==> config.mk <==
export PLATFORM = sky130hd
export DESIGN_NAME = freq_gate_ctrl
export DESIGN_NICKNAME = d
export VERILOG_FILES = /design/src/rtl/freq_gate_ctrl.sv
export SDC_FILE = /design/constraint.sdc
export NUM_CORES = 1
export LEC_CHECK = 0
export ABC_CLOCK_PERIOD_IN_PS = 2450
export CORE_MARGIN = 4
export CORE_UTILIZATION = 55
export CTS_CLUSTER_SIZE = 16
export DETAILED_ROUTE_END_ITERATION = 10
export DONT_BUFFER_PORTS = 1
export GPL_ROUTABILITY_DRIVEN = 0
export PLACE_DENSITY = 0.72
export SYNTH_ARGS = -nofsm -noshare
export SYNTH_HDL_FRONTEND = slang
export SYNTH_SLANG_ARGS = --single-unit
==> constraint.sdc <==
create_clock -name clk -period 2.45 [get_ports clk]
set_clock_uncertainty 0.05 [all_clocks]
set_input_delay 0.49 -clock clk [delete_from_list [all_inputs] [get_ports clk]]
set_output_delay 0.49 -clock clk [all_outputs]
set_load 0.05 [all_outputs]
==> src/rtl/freq_gate_ctrl.sv <==
// Frequency counter measurement sequencer.
// Counts synchronized rising edges of sig_in over a fixed gate window, saturates
// at MAX_COUNT, converts the count to four BCD digits (one double-dabble step per
// clock) and publishes everything with a one-cycle valid strobe.
// Optional macro LEADING_ZERO_BLANK_EN: when defined, leading-zero digits are
// published as 4'hF (blank code); the ones digit is never blanked.
module freq_gate_ctrl #(
  parameter int unsigned GATE_CYCLES = 100000000,
  parameter int unsigned MAX_COUNT   = 9999
) (
  input  logic        clk,
  input  logic        rst_n,
  input  logic        sig_in,
  input  logic        enable,
  output logic [13:0] freq,
  output logic [3:0]  thous,
  output logic [3:0]  hunds,
  output logic [3:0]  tens,
  output logic [3:0]  ones,
  output logic        valid,
  output logic        overflow,
  output logic        busy
);

  localparam int unsigned TimerW = (GATE_CYCLES > 1) ? $clog2(GATE_CYCLES) : 1;
  localparam logic [TimerW-1:0] TimerLast = TimerW'(GATE_CYCLES - 1);
  localparam logic [13:0] MaxCnt = 14'(MAX_COUNT);
  localparam logic [3:0]  ConvLast = 4'd13;

  typedef enum logic [1:0] {StIdle, StGate, StConvert, StUpdate} state_e;

  state_e              state_q, state_d;
  logic                sync1_q, sync1_d, sync2_q, sync2_d, sync3_q, sync3_d;
  logic [TimerW-1:0]   timer_q, timer_d;
  logic [13:0]         edge_cnt_q, edge_cnt_d;
  logic                ovf_q, ovf_d;
  logic [13:0]         shift_q, shift_d;
  logic [14:0]         bcd_q, bcd_d;
  logic [3:0]          iter_q, iter_d;
  logic [13:0]         freq_q, freq_d;
  logic [3:0]          thous_q, thous_d, hunds_q, hunds_d, tens_q, tens_d, ones_q, ones_d;
  logic                overflow_q, overflow_d;
  logic                valid_q, valid_d;

  logic                edge_pulse;
  logic [11:0]         bcd_adj;
  logic [15:0]         bcd_next;
  logic [3:0]          d3, d2, d1, d0;

  assign edge_pulse = sync2_q & ~sync3_q;

  // Add-3 correction on the lower three nibbles. The thousands nibble is never
  // >= 5 before a shift because the count is capped at 9999, so it skips the
  // correction and its top bit only exists after the shift.
  always_comb begin
    for (int i = 0; i < 3; i++) begin
      bcd_adj[i*4 +: 4] = (bcd_q[i*4 +: 4] >= 4'd5) ? bcd_q[i*4 +: 4] + 4'd3
                                                   : bcd_q[i*4 +: 4];
    end
  end

  assign bcd_next = {bcd_q[14:12], bcd_adj, shift_q[13]};
  assign d3 = bcd_next[15:12];
  assign d2 = bcd_next[11:8];
  assign d1 = bcd_next[7:4];
  assign d0 = bcd_next[3:0];

  // State register.
  always_ff @(posedge clk or negedge rst_n) begin
    if (!rst_n) begin
      state_q <= StIdle;
    end else begin
      state_q <= state_d;
    end
  end

  // Next-state logic; dropping enable aborts a gate but never a conversion.
  always_comb begin
    state_d = state_q;
    unique case (state_q)
      StIdle:    if (enable) state_d = StGate;
      StGate: begin
        if (!enable) begin
          state_d = StIdle;
        end else if (timer_q == TimerLast) begin
          state_d = StConvert;
        end
      end
      StConvert: if (iter_q == ConvLast) state_d = StUpdate;
      StUpdate:  state_d = enable ? StGate : StIdle;
      default:   state_d = StIdle;
    endcase
  end

  // FSM outputs.
  always_comb begin
    busy = (state_q == StGate) || (state_q == StConvert);
  end

  // Datapath next-state: synchronizer, gate counting, conversion, publishing.
  always_comb begin
    sync1_d    = sig_in;
    sync2_d    = sync1_q;
    sync3_d    = sync2_q;
    timer_d    = timer_q;
    edge_cnt_d = edge_cnt_q;
    ovf_d      = ovf_q;
    shift_d    = shift_q;
    bcd_d      = bcd_q;
    iter_d     = iter_q;
    freq_d     = freq_q;
    thous_d    = thous_q;
    hunds_d    = hunds_q;
    tens_d     = tens_q;
    ones_d     = ones_q;
    overflow_d = overflow_q;
    valid_d    = 1'b0;
    unique case (state_q)
      StIdle, StUpdate: begin
        timer_d    = '0;
        edge_cnt_d = '0;
        ovf_d      = 1'b0;
      end
      StGate: begin
        timer_d = timer_q + TimerW'(1);
        if (edge_pulse) begin
          if (edge_cnt_q == MaxCnt) begin
            ovf_d = 1'b1;
          end else begin
            edge_cnt_d = edge_cnt_q + 14'd1;
          end
        end
        // Load the converter with the count including a final-cycle edge.
        if (state_d == StConvert) begin
          shift_d = edge_cnt_d;
          bcd_d   = '0;
          iter_d  = '0;
        end
      end
      StConvert: begin
        bcd_d   = bcd_next[14:0];
        shift_d = {shift_q[12:0], 1'b0};
        iter_d  = iter_q + 4'd1;
        if (iter_q == ConvLast) begin
          freq_d     = edge_cnt_q;
          overflow_d = ovf_q;
          valid_d    = 1'b1;
          ones_d     = d0;
`ifdef LEADING_ZERO_BLANK_EN
          thous_d = (d3 == 4'd0) ? 4'hF : d3;
          hunds_d = (d3 == 4'd0 && d2 == 4'd0) ? 4'hF : d2;
          tens_d  = (d3 == 4'd0 && d2 == 4'd0 && d1 == 4'd0) ? 4'hF : d1;
`else
          thous_d = d3;
          hunds_d = d2;
          tens_d  = d1;
`endif
        end
      end
      default: ;
    endcase
  end

  // Datapath registers.
  always_ff @(posedge clk or negedge rst_n) begin
    if (!rst_n) begin
      sync1_q    <= 1'b0;
      sync2_q    <= 1'b0;
      sync3_q    <= 1'b0;
      timer_q    <= '0;
      edge_cnt_q <= '0;
      ovf_q      <= 1'b0;
      shift_q    <= '0;
      bcd_q      <= '0;
      iter_q     <= '0;
      freq_q     <= '0;
      thous_q    <= '0;
      hunds_q    <= '0;
      tens_q     <= '0;
      ones_q     <= '0;
      overflow_q <= 1'b0;
      valid_q    <= 1'b0;
    end else begin
      sync1_q    <= sync1_d;
      sync2_q    <= sync2_d;
      sync3_q    <= sync3_d;
      timer_q    <= timer_d;
      edge_cnt_q <= edge_cnt_d;
      ovf_q      <= ovf_d;
      shift_q    <= shift_d;
      bcd_q      <= bcd_d;
      iter_q     <= iter_d;
      freq_q     <= freq_d;
      thous_q    <= thous_d;
      hunds_q    <= hunds_d;
      tens_q     <= tens_d;
      ones_q     <= ones_d;
      overflow_q <= overflow_d;
      valid_q    <= valid_d;
    end
  end

  assign freq     = freq_q;
  assign thous    = thous_q;
  assign hunds    = hunds_q;
  assign tens     = tens_q;
  assign ones     = ones_q;
  assign overflow = overflow_q;
  assign valid    = valid_q;

endmodule

==> results.cfg <==
[run]
cap_viol_max_count = 0

[detailed_routing]
vias = 4294
first_iter_violations = 273
post_drt_wl_per_cell_um = 15.3
drtAntennaViolNets = 0
wl_mm = 11.7
firstDrtPassIters = 4
via_per_inst = 5.61
drc = 0

[sta]
rsz0062_at_grt = yes
hold_viol_final = 112
drv_slew = 0
timing.fmax_ghz = 0.393
period_share_pct = 104
finalSetupViolCount = 30
holdWs_ns = -0.247
finalCriticalPeriod_ns = 2.55
slew_headroom_pct = 64.4
setup_ws_ns = -0.0964
worst_pin_slew_ns = 0.529

[clock_network]
cts_tree = yes
htreeDepth = 3
clk_pin_slew_ns = 0.11
numCtsBuffers = 9
cts_num_sinks = 112
clk_latency_ns = 0.37
clk_path_buf_depth = 2
clockRootBuffer = clkbuf_8

[global_route]
grt_start_max_net_pins = 113
antenna_found_initial = 0
overflow = 0
grt_pass1_wl_mm = 20.1
grt_pass1_vias = 4236
grt_use_total_pct = 21.3

[floorplan]
die_y_um = 109
io_pins = 37
dieArea_mm2 = 0.0119
start_util_pct = 56.8
rows = 36
core_mm2 = 0.00986
die_w_um = 109

[logic_synthesis]
netlist_area_mm2 = 0.00560
yosys-top-cells-area = dfrtp_1 (50%), nand2_1 (8.6%), o21ai_0 (4.5%)
ys_types = 47
synth_top_area_share_pct = 50.0
synthCells = 616
ys_ff_latch = 112
ys.flop_type = dfrtp_1
avgSynthCellArea_um2 = 9.10
synth_common_cells = nand2_1 (128), dfrtp_1 (112), o21ai_0 (50)
synth_fp_nets = 635
yosysWarnings = 0
yosysMostFrequentCell = nand2_1
synth_edf_count = 0
ys_seq_area_share_pct = 50.0
yosysTopAreaCell = dfrtp_1
async_flop_share_pct = 100

[pwr]
seqPwrFrac_pct = 56.5
netSwitchingPower_uw = 974
max-vdd-ir-drop_uv = 321
power_mw = 3.42
intPower_mw = 2.44
switching_share_pct = 28.5
clockPowerShare_pct = 30.9
p_leak_nw = 2.80
power.density_mw_per_mm2 = 550
p_comb_share_pct = 12.5

[run_status]
status = finished with violations
violations = negative hold slack, negative setup slack

[setup_path]
crit_arrival_ns = 2.77
path_max_fanout = 21
critPathKind = reg -> reg
critical-path-top-delay-family = simple AND/OR/NAND/NOR gates
start_kind = flop
critPathCaptureType = flop
reg2reg_slack_ns = -0.1
worst-path-buf-inv = 1
critical_path_required_ns = 2.67
cp_cell_sequence = or4_1 > or4_4 > o32ai_4 > a21oi_4 > buf_12 > a22o_1
cp_slowest_cell = or4_4
slowest_delay_ns = 0.55

[finish]
n_antenna_cell = 0
fin_area_mm2 = 0.00620
drive_gt1_share_pct = 13.3
fill_cells = 794
synthToLayoutAreaGrowth_pct = 10.7
nets = 646

[place]
pre_cts_ws_ns = -0.0619
placedInstanceArea_mm2 = 0.00588
dp_hpwl_mm = 8.26
io_buffers = 0

[worst_hold_path]
hp-class = in -> async
worst register-to-register path: cells and delay by family, from the launching register on:
family	cells	cell delay, ns
AOI/OAI and AO/OA	3	0.78
DFF	1	0.39
and+or+nand+nor	2	1.07
buffers and inverters	1	0.18
what timing repair did:
item / in CTS / in global routing
setup buffers: 3 / 2
resized for setup: 10 / 20
endpoints found under the hold margin: 112 / 112
pin swaps: 9 / 4
setup endpoints to repair: 30 / 33
placed cells by master, fill, tap and decap left out, types with 10 or more instances in the layout:
cell type  netlist  final
inv_1           12     12
nand4_1         12     12
dfrtp_1        112    112
ha_1            15     14
xnor2_1         16     16
o21ai_0         50     46
nor3_1          14     12
xor2_1          16     16
buf_4            0     32
mux2i_1         20     20
a21oi_1         28     25
nor2_1          49     48
o21ai_2          0     12
clkbuf_8         0     10
nand2_1        128    128
nand3_1         14     14
o21ai_1         21     13
sequential cells by signal, summed over array words and instances, names as in the netlist, 2 cells and up:
register	count
thous	4
bcd_q	15
iter_q	4
edge_cnt_q	14
tens	4
hunds	4
freq	14
state_q	2
timer_q	27
shift_q	14
ones	4
cells by family (layout without fill, tap and decap cells):
family	count (synthesis)	count (layout)	share of synthesized area [%]
simple gates	269	269	22.3
compound gates	112	112	11.1
flops	112	112	50.0
buf+inv	51	67	3.60
xor+xnor	32	32	5.00
mux	25	25	4.58
fa+ha+maj	15	15	3.35
final cells by class:
type                            count  area, um^2  area share (%)
Timing Repair Buffer               37         305            4.92
Inverter                           14        52.6           0.847
Clock inverter                      6        47.5           0.766
Sequential cell                   112        2800            45.2
Multi-Input combinational cell    453        2690            43.4
Tap cell                          133         166            2.68
Clock buffer                       10         138            2.22
power groups by stage:
stage	sequential [mW]	clock, mW	combinational, mW
global route	1.94	1.17	0.481
floorplan	1.95	0	0.298
detailed placement	1.97	0	0.425
global placement	1.96	0	0.411
finish	1.93	1.06	0.428
CTS	1.93	1.09	0.428
metrics by stage:
stage / utilization, % / instances / TNS (ns)
6_report: 62.9 / 765 / -1.28
2_1_floorplan: - / 616 / 0
3_3_place_gp: 59.6 / 745 / -0.108
4_1_cts: 62.1 / 764 / -0.988
5_1_grt: 62.9 / 765 / -4.30
3_5_place_dp: 59.6 / 745 / -0.735
layer usage:
metal / share of wire, % / global-route usage (%) / vias up
met2: 51 / 36.5 / 65
met4: 1.3 / 6.67 / 0
li1: - / - / 2115
met5: 0 / 0 / -
met1: 45 / 27.7 / 2102
met3: 3.0 / 3.49 / 12
path summary, 6_finish.rpt:
check,startpoint,to,cells past startpoint
max reg2reg,timer_q[11],bcd_q[14],6
min in group clk,sig_in,sync1_q,0
min reg2reg,sync1_q,sync2_q,0
max,timer_q[11],bcd_q[14],6
min,rst_n,timer_q[24],0
max in group asynchronous,rst_n,shift_q[3],0
Note: power is estimated with default switching activity, not from simulation.
